## config.mk

```make
export PLATFORM = sky130hd
export DESIGN_NAME = pipeline_sequencer
export DESIGN_NICKNAME = d
export VERILOG_FILES = /design/src/rtl/pipeline_pkg.sv /design/src/rtl/hazard_detect.sv /design/src/rtl/pipeline_sequencer.sv
export SDC_FILE = /design/constraint.sdc
export NUM_CORES = 1
export LEC_CHECK = 0
export ABC_AREA = 1
export CAP_MARGIN = 20
export CORE_MARGIN = 4
export CORE_UTILIZATION = 50
export CTS_CLUSTER_SIZE = 20
export DETAILED_ROUTE_END_ITERATION = 10
export GPL_TIMING_DRIVEN = 0
export PLACE_DENSITY = 0.85
export REMOVE_ABC_BUFFERS = 1
export SETUP_SLACK_MARGIN = 0.2
export SYNTH_ARGS = -nofsm -noshare
export SYNTH_HDL_FRONTEND = slang
export SYNTH_SLANG_ARGS = --single-unit
```

## constraint.sdc

```tcl
create_clock -name i_clk -period 1.9 [get_ports i_clk]
set_input_delay 0.38 -clock i_clk [delete_from_list [all_inputs] [get_ports i_clk]]
set_output_delay 0.38 -clock i_clk [all_outputs]
set_load 0.01 [all_outputs]
```

## src/rtl/pipeline_pkg.sv

```systemverilog
// pipeline_pkg
// Shared definitions for the pipeline control slice: sequencer state
// encodings, the default drain length after HALT and the register-zero
// address used by hazard logic.
package pipeline_pkg;

   localparam int STATE_W = 3;

   typedef enum logic [STATE_W-1:0] {
      ST_IDLE      = 3'd0,
      ST_RUN       = 3'd1,
      ST_STEP_WAIT = 3'd2,
      ST_STEP_EXEC = 3'd3,
      ST_DRAIN     = 3'd4,
      ST_DONE      = 3'd5
   } state_t;

   // Advance cycles spent emptying the pipe once HALT has been decoded.
   localparam int DEFAULT_DRAIN_CYCLES = 4;

   // Register $zero is hard-wired, so a load targeting it never creates a hazard.
   localparam int REG_ZERO = 0;

endpackage

```

## src/rtl/hazard_detect.sv

```systemverilog
// hazard_detect
// Purely combinational load-use detector. Flags the case where the load
// sitting in ID/EX writes a register that the instruction in ID reads.
// Kept separate so a later forwarding unit can reuse it.
//
// Ports:
//   mem_read  in   instruction in ID/EX is a load
//   load_rt   in   destination register of that load
//   src_rs    in   first source register of the instruction in ID
//   src_rt    in   second source register of the instruction in ID
//   load_use  out  1 when ID must wait one cycle for the load data
module hazard_detect
   import pipeline_pkg::*;
#(
   parameter int SIZE_REG_ADDR = 5
) (
   input  logic                     mem_read,
   input  logic [SIZE_REG_ADDR-1:0] load_rt,
   input  logic [SIZE_REG_ADDR-1:0] src_rs,
   input  logic [SIZE_REG_ADDR-1:0] src_rt,
   output logic                     load_use
);

   localparam logic [SIZE_REG_ADDR-1:0] ZERO_ADDR = SIZE_REG_ADDR'(REG_ZERO);

   // A load into $zero writes nothing, so it can never stall a consumer.
   assign load_use = mem_read && (load_rt != ZERO_ADDR) &&
                     ((load_rt == src_rs) || (load_rt == src_rt));

endmodule

```

## src/rtl/pipeline_sequencer.sv

```systemverilog
// pipeline_sequencer
// Central controller for the PC and the IF/ID, ID/EX, EX/MEM, MEM/WB latches.
// Runs the pipe continuously or one instruction per step pulse, inserts
// load-use bubbles, flushes wrong-path fetches on taken branches and drains
// the pipe after HALT before reporting done.
//
// Ports:
//   i_clk, i_reset           clock, synchronous active-high reset
//   i_start, i_mode_step     start pulse and mode (1 = step) sampled with it
//   i_step                   single-step pulse
//   i_halt_id                HALT decoded in ID
//   i_branch_taken           branch/jump resolved taken in ID
//   i_id_ex_mem_read/_rt     load info held in ID/EX
//   i_if_id_rs/_rt           source registers of the instruction in ID
//   o_*_en                   latch enables (combinational)
//   o_if_id_flush/_id_ex_flush  synchronous clears at the next edge
//   o_state, o_done          current state, program finished
//   o_cycle_count            saturating count of advance cycles since start
module pipeline_sequencer
   import pipeline_pkg::*;
#(
   parameter int SIZE_REG_ADDR = 5,
   parameter int DRAIN_CYCLES  = DEFAULT_DRAIN_CYCLES,
   parameter int CNT_W         = 32
) (
   input  logic                     i_clk,
   input  logic                     i_reset,
   input  logic                     i_start,
   input  logic                     i_mode_step,
   input  logic                     i_step,
   input  logic                     i_halt_id,
   input  logic                     i_branch_taken,
   input  logic                     i_id_ex_mem_read,
   input  logic [SIZE_REG_ADDR-1:0] i_id_ex_rt,
   input  logic [SIZE_REG_ADDR-1:0] i_if_id_rs,
   input  logic [SIZE_REG_ADDR-1:0] i_if_id_rt,
   output logic                     o_pc_en,
   output logic                     o_if_id_en,
   output logic                     o_id_ex_en,
   output logic                     o_ex_mem_en,
   output logic                     o_mem_wb_en,
   output logic                     o_if_id_flush,
   output logic                     o_id_ex_flush,
   output logic [STATE_W-1:0]       o_state,
   output logic                     o_done,
   output logic [CNT_W-1:0]         o_cycle_count
);

   localparam int DRAIN_W = $clog2(DRAIN_CYCLES + 1);

   state_t               state;
   state_t               next_state;
   logic [DRAIN_W-1:0]   drain_cnt;
   logic [CNT_W-1:0]     cycle_count;
   logic                 load_use;
   logic                 advance;
   logic                 halt_now;

   hazard_detect #(
      .SIZE_REG_ADDR (SIZE_REG_ADDR)
   ) u_hazard_detect (
      .mem_read (i_id_ex_mem_read),
      .load_rt  (i_id_ex_rt),
      .src_rs   (i_if_id_rs),
      .src_rt   (i_if_id_rt),
      .load_use (load_use)
   );

   // Cycles in which the pipe moves; HALT in ID and every drain cycle stop
   // new fetches while letting older instructions retire.
   assign advance  = (state == ST_RUN) || (state == ST_STEP_EXEC) || (state == ST_DRAIN);
   assign halt_now = (state == ST_DRAIN) ||
                     (((state == ST_RUN) || (state == ST_STEP_EXEC)) && i_halt_id);

   // State register.
   always_ff @(posedge i_clk) begin
      if (i_reset) begin
         state <= ST_IDLE;
      end else begin
         state <= next_state;
      end
   end

   // Next state plus latch enables/flushes. Priority is halt/drain, then
   // load-use, then branch; a branch masked by a stall is simply seen again
   // once the stall releases because ID still holds it.
   always_comb begin
      next_state    = state;
      o_pc_en       = 1'b0;
      o_if_id_en    = 1'b0;
      o_id_ex_en    = 1'b0;
      o_ex_mem_en   = 1'b0;
      o_mem_wb_en   = 1'b0;
      o_if_id_flush = 1'b0;
      o_id_ex_flush = 1'b0;

      case (state)
         ST_IDLE:      if (i_start) next_state = i_mode_step ? ST_STEP_WAIT : ST_RUN;
         ST_RUN:       if (i_halt_id) next_state = ST_DRAIN;
         ST_STEP_WAIT: if (i_step) next_state = ST_STEP_EXEC;
         ST_STEP_EXEC: next_state = i_halt_id ? ST_DRAIN : ST_STEP_WAIT;
         ST_DRAIN:     if (drain_cnt == DRAIN_W'(1)) next_state = ST_DONE;
         ST_DONE:      next_state = ST_DONE;
         default:      next_state = ST_IDLE;
      endcase

      if (advance) begin
         o_pc_en     = 1'b1;
         o_if_id_en  = 1'b1;
         o_id_ex_en  = 1'b1;
         o_ex_mem_en = 1'b1;
         o_mem_wb_en = 1'b1;
         if (halt_now) begin
            o_pc_en       = 1'b0;
            o_if_id_flush = 1'b1;
         end else if (load_use) begin
            o_pc_en       = 1'b0;
            o_if_id_en    = 1'b0;
            o_id_ex_flush = 1'b1;
         end else if (i_branch_taken) begin
            o_if_id_flush = 1'b1;
         end
      end
   end

   // Drain counter: loaded on the way into DRAIN, counts down each drain
   // cycle; DRAIN exits when it reads 1.
   always_ff @(posedge i_clk) begin
      if (i_reset) begin
         drain_cnt <= '0;
      end else if ((state != ST_DRAIN) && (next_state == ST_DRAIN)) begin
         drain_cnt <= DRAIN_W'(DRAIN_CYCLES);
      end else if ((state == ST_DRAIN) && (drain_cnt != '0)) begin
         drain_cnt <= drain_cnt - DRAIN_W'(1);
      end
   end

   // Advance-cycle counter, cleared by an accepted start and saturating.
   always_ff @(posedge i_clk) begin
      if (i_reset) begin
         cycle_count <= '0;
      end else if ((state == ST_IDLE) && i_start) begin
         cycle_count <= '0;
      end else if (advance && (cycle_count != '1)) begin
         cycle_count <= cycle_count + CNT_W'(1);
      end
   end

   assign o_state       = state;
   assign o_done        = (state == ST_DONE);
   assign o_cycle_count = cycle_count;

endmodule

```

# Yosys cells after proc, flatten, opt, wreduce, memory -nomap -nowiden

Cells that the tools add are included.

Register bits after elaboration: 38
Input port bits: 23
Output and inout port bits: 43
Logic and storage cells: 56

Add/subtract/negate cells: 2
Equal/unequal tests: 11
Mux-type cells: 22
Reductions and logical operators: 17

Operator list:

| cell                                                                  | count |
|---|---|
| 32-bit by 1-bit adder with 32-bit output, second input constant       | 1 |
| 32-bit != test, second input constant                                 | 1 |
| 3-bit two-way mux                                                     | 7 |
| 3-bit one-hot mux with 6 select lines                                 | 1 |
| 1-bit two-way mux                                                     | 13 |
| 5-bit equality test                                                   | 2 |
| 3-bit equality test, second input constant                            | 3 |
| 1-bit logical AND                                                     | 7 |
| 3-bit by 1-bit equality test with 1-bit output, second input constant | 2 |
| 3-bit by 2-bit equality test with 1-bit output, second input constant | 2 |
| 5-bit nonzero test                                                    | 1 |
| 1-bit logical OR                                                      | 4 |
| 2-bit OR reduction                                                    | 2 |
| 3-bit logical NOT                                                     | 1 |
| 3-bit != test, second input constant                                  | 1 |
| 3-bit nonzero test                                                    | 1 |
| 3-bit by 1-bit subtractor with 3-bit output, second input constant    | 1 |
| 2-bit two-way mux                                                     | 1 |
| 2-bit nonzero test                                                    | 1 |

# Longest topological paths before layout

Depth after elaboration: 6
Gate-level depth with buffers: 11
Mapped depth without buffers: 10

# Hierarchy

A second synthesis with hierarchy kept.

Cell total of the unflattened synthesis: 457
Area, all modules: 2798.9 µm²

Modules (own cells, without submodules):

| module             | instances | cells an instance | area each (µm²) | sequential area each (µm²) |
|---|---|---|---|---|
| pipeline_sequencer | 1         | 412               | 2603.7          | 760.7 |
| hazard_detect      | 1         | 45                | 195.2           | 0.0 |

# Least setup slack after synthesis

OpenSTA, ideal clock, no wires.

Path kind: register -> register
From: register cycle_count[0], in the netlist o_cycle_count[0]
To: register cycle_count[14], in the netlist o_cycle_count[14]
Setup time: 0.125 ns
Arrival time: 1.594 ns
Required time: 1.775 ns
Setup slack: 0.181 ns
Cell stages (with the launch flop): 12
Path buffers: 1
Clock period less this slack: 1.719 ns
Path through: dfxtp_1 ha_1 nand2_1 nor2_4 nand2_4 nor2_8 nand2_4 nand2_8 inv_2 buf_6 nand2_1 a21oi_2

Cells in the longest elaborated chain, start to end: 2
Elaborated cells between the ends (all ways): 3
Those cells by class: 1 x add/sub; 1 x eq/ne; 1 x reduce/logical

RTL lines:

| element                                                                          | RTL line                  | source |
|---|---|---|
| start, declared                                                                  | pipeline_sequencer.sv:54  | `logic [CNT_W-1:0] cycle_count;` |
| start signal, assigned                                                           | pipeline_sequencer.sv:145 | `cycle_count <= cycle_count + CNT_W'(1);` |
| branches (longest 2 deep; another with 32-bit by 1-bit adder with 32-bit output) | --                        |  |

Several ways; the timed one is not identified.
A chain may end at the register's enable or synchronous reset.

# Worst setup path in the final report

From: register state[1], in the netlist o_state[1]
To: output o_if_id_flush

Cells in the longest elaborated chain, start to end: 6
Elaborated cells between the ends (all ways): 9
Those cells by class: 3 x eq/ne; 2 x mux; 4 x reduce/logical

RTL lines:

| element                                                                                                          | RTL line                                           | source |
|---|---|---|
| start, declared                                                                                                  | pipeline_sequencer.sv:51                           | `state_t state;` |
| start signal, assigned                                                                                           | pipeline_sequencer.sv:80                           | `state <= next_state;` |
| 3-bit by 1-bit equality test with 1-bit output or 3-bit by 2-bit equality test with 1-bit output (tied branches) | pipeline_sequencer.sv:71, pipeline_sequencer.sv:73 |  |
| 1-bit logical OR                                                                                                 | pipeline_sequencer.sv:71, pipeline_sequencer.sv:73 |  |
| 1-bit logical AND                                                                                                | pipeline_sequencer.sv:73                           | `(((state == ST_RUN) \|\| (state == ST_STEP_EXEC)) && i_halt_id);` |
| 1-bit logical OR                                                                                                 | pipeline_sequencer.sv:72                           | `assign halt_now = (state == ST_DRAIN) \|\|` |
| 1-bit two-way mux                                                                                                | pipeline_sequencer.sv:113                          | `if (halt_now) begin` |
| 1-bit two-way mux (*)                                                                                            | pipeline_sequencer.sv:107                          | `if (advance) begin` |
| end, declared                                                                                                    | pipeline_sequencer.sv:42                           | `output logic o_if_id_flush,` |

Every way passes the cells marked *; elsewhere a longest branch is shown, timed or not.

==> flow_summary.toml <==
[setup_path]
cp_cell_sequence = "nor2_4, nand2_4, nand2_2, nand3b_1, nand2_2, nor2_1, buf_2"
crit_family = "simple AND/OR/NAND/NOR gates"
cp_data_required_time_ns = 1.52
cp_max_fo = 3
crit_slowest_cell = "dfxtp_4"
crit_buf_inv = 1
max_stage_delay_ns = 0.36
critical_path_arrival_ns = 1.41
critPathCaptureType = "output port"
timing.rr.start = "o_cycle_count[9]"
setup.worst_path.start = "o_state[1]"
regToRegSetupSlack_ns = 0.18
worstSetupStartpointType = "flop"
cp.depth = 7
rr_worst_depth = 11
path_class = "flop to output port"
cp_common_cell = "nand2_2"

[min_path]
hold_depth = 2
min_from = "drain_cnt[1]"
min_path_type = "flop to flop"

[floorplan]
ios = 66
die_height_um = 82.0
core.rowCount = 26
start_util_pct = 52.7
core_area_mm2 = 0.00520
die_area_mm2 = 0.00673
die_w_um = 82.0

[place]
dpl_cell_area_mm2 = 0.00342
portBuffers = 65
hpwl_um = 5380
place.gp.congestion = 0.866
pre_cts_ws_ns = -0.589

[yosys]
synth_area_mm2 = 0.00274
syn_inst = 451
synth-seq-cells = 38
ys_seq_area_share_pct = 27.7
synth.distinct_cells = 31
syn-mean-instance-area_um2 = 6.08
yosys_warnings = 0

[timing]
finalSetupViolations = 0
relSlewSlack_pct = 77.8
rsz0062_at_grt = "true"
drv_slew = 0
period_minus_slack_ns = 1.79
hold_ws_ns = 0.483
hold_viol = 0
worst_pin_slew_ns = 0.331
worst_slack_ns = 0.109
finalCritPeriodShare_pct = 94.2
fmax_ghz = 0.558
skew_ns = 0.00998

[cts]
cts_tree = "yes"
clock-sinks = 38
htreeDepth = 2
cts_buffer_depth = 2
root_buffer = "clkbuf_8"
cts_buffers = 5
clk_latency_ns = 0.31
path_clk_slew_ns = 0.09

[global_routing]
gr-total-overflow = 0
gr-usage-met2_pct = 44.7
grt_util_met3_pct = 4.50
grt_usage_pct = 25.7
grt_util_met1_pct = 31.6
antenna_found_initial = 0
grt_max_degree = 24
gr-max-usage-layer = "met2"
grt_pass1_vias = 3098
grt_first_pass_wirelength_um = 13600

[status]
status = "complete, no violations"

[pwr]
ir_worst_vdd_mv = 0.303
pwr_density_cell_mw_per_mm2 = 495
p_leak_nw = 1.53

[cells_and_area]
syn2layout_area_growth_pct = 43.5
nNetsFinal = 571
antenna_cells = 0
drive_above_1_share_pct = 29.4
final_area_mm2 = 0.00393
mostFrequentLayoutCell = "nand2_1"
fillerInstances = 394
final_cell_mix = "nand2_1 (157), nor2_1 (69), inv_1 (39)"

[drt]
drc_errors = 0
firstDrtPassIters = 6
post_drt_wl_per_cell_um = 14.7
vias_per_cell = 5.41
via_count = 3328
totalWireLength_um = 9030
drt_iter0_drc = 367
ant_nets = 0

[flow_run]
maxCapViolations = 0
sequential cells by signal, indices dropped and copies added, names as in the netlist:
register       flops
o_cycle_count     32
drain_cnt          3
o_state            3
repair_timing:
action | 4_1_cts | 5_1_grt
pin swaps | 32 | 22
gates resized for setup | 121 | 68
setup endpoints to repair | 46 | 60
setup buffers | 17 | 10
hold buffers | 0 | 0
gates cloned | 2 | 1
worst paths after layout:
path | end
hold / removal | drain_cnt[1]
setup reg to reg | o_cycle_count[17]
hold reg to reg | drain_cnt[1]
setup / recovery | o_if_id_flush
report_power, final:
| part | switching (mW) | internal [mW] | total, mW |
|---|---|---|---|
| sequential | 0.0220 | 0.808 | 0.830 |
| combinational | 0.288 | 0.216 | 0.504 |
| clock | 0.317 | 0.294 | 0.611 |
| total | 0.628 | 1.32 | 1.95 |
worst register-to-register path, stage by stage, from the launching register on:
cell and delay [ns]:
dfxtp_2 0.39, nand2_1 0.11, nor2_1 0.21, nand2_1 0.20
nor2_8 0.18, buf_4 0.15, nand2_4 0.06, buf_4 0.13
nand3_2 0.05, nand2_1 0.05, clkinv_1 0.04, nor2_1 0.03
cells in the mapped netlist:
cell type    n  area, um2
nor2_1      81        304
dfxtp_1     38        761
o21ai_0      5       25.0
buf_4        3       22.5
ha_1         4       50.1
nor2_8       1       20.0
clkinv_1     3       11.3
nor2_2       1       6.26
nor2_4       1       11.3
nand3_1     18       90.1
nand4_1      9       56.3
nand2_8      1       20.0
nand2_1    166        623
buf_6        4       45.0
buf_2        3       15.0
or2_2        1       6.26
nand2_2      1       6.26
nor3b_1      1       7.51
o21ai_1      2       10.0
a21oi_2     20        175
inv_1       49        184
a221oi_1     1       8.76
xnor2_1      7       61.3
a21oi_1      5       25.0
a31oi_1      1       6.26
nor3_1       8       40.0
xor2_1      11       96.3
inv_2        1       3.75
nand3_2      2       20.0
nand3b_1     1       7.51
nand2_4      2       22.5
cell type report:
| type | count | area [um2] | share of cell area, % |
|---|---|---|---|
| clock buffer | 7 | 86.3 | 2.20 |
| clock inverter | 1 | 5.00 | 0.127 |
| inverter | 53 | 209 | 5.31 |
| sequential | 38 | 811 | 20.6 |
| timing repair buffer | 93 | 823 | 20.9 |
| multi-input combinational | 353 | 1910 | 48.6 |
| tap | 70 | 87.6 | 2.23 |
cells by family (layout without fill, tap and decap cells):
family | Yosys count | after routing | synth area share (%)
AOI/OAI and AO/OA | 34 | 34 | 9.13
xor gates and xnor gates | 18 | 18 | 5.75
adders and majority gates | 4 | 4 | 1.83
buffers and inverters | 63 | 154 | 10.3
DFF | 38 | 38 | 27.7
and+or+nand+nor | 294 | 297 | 45.3
metal layers:
metal  vias to the layer above  wire length [um]
met5                         -                 0
met4                         0               349
met3                        46               820
met2                       212              4290
met1                      1488              3570
li1                       1582                 -
metrics by stage:
stage                     power [mW]  cells  util [%]  setup TNS [ns]
after CTS                       1.84    604      71.2               0
after detailed placement        1.20    577      65.8           -9.77
after global routing            2.00    615      75.6               0
after global placement          1.18    576      65.3          -18.81
after floorplan                 1.03    441         -           -2.32
final                           1.95    615      75.6               0
No activity file was read; power rests on OpenSTA's default activity.
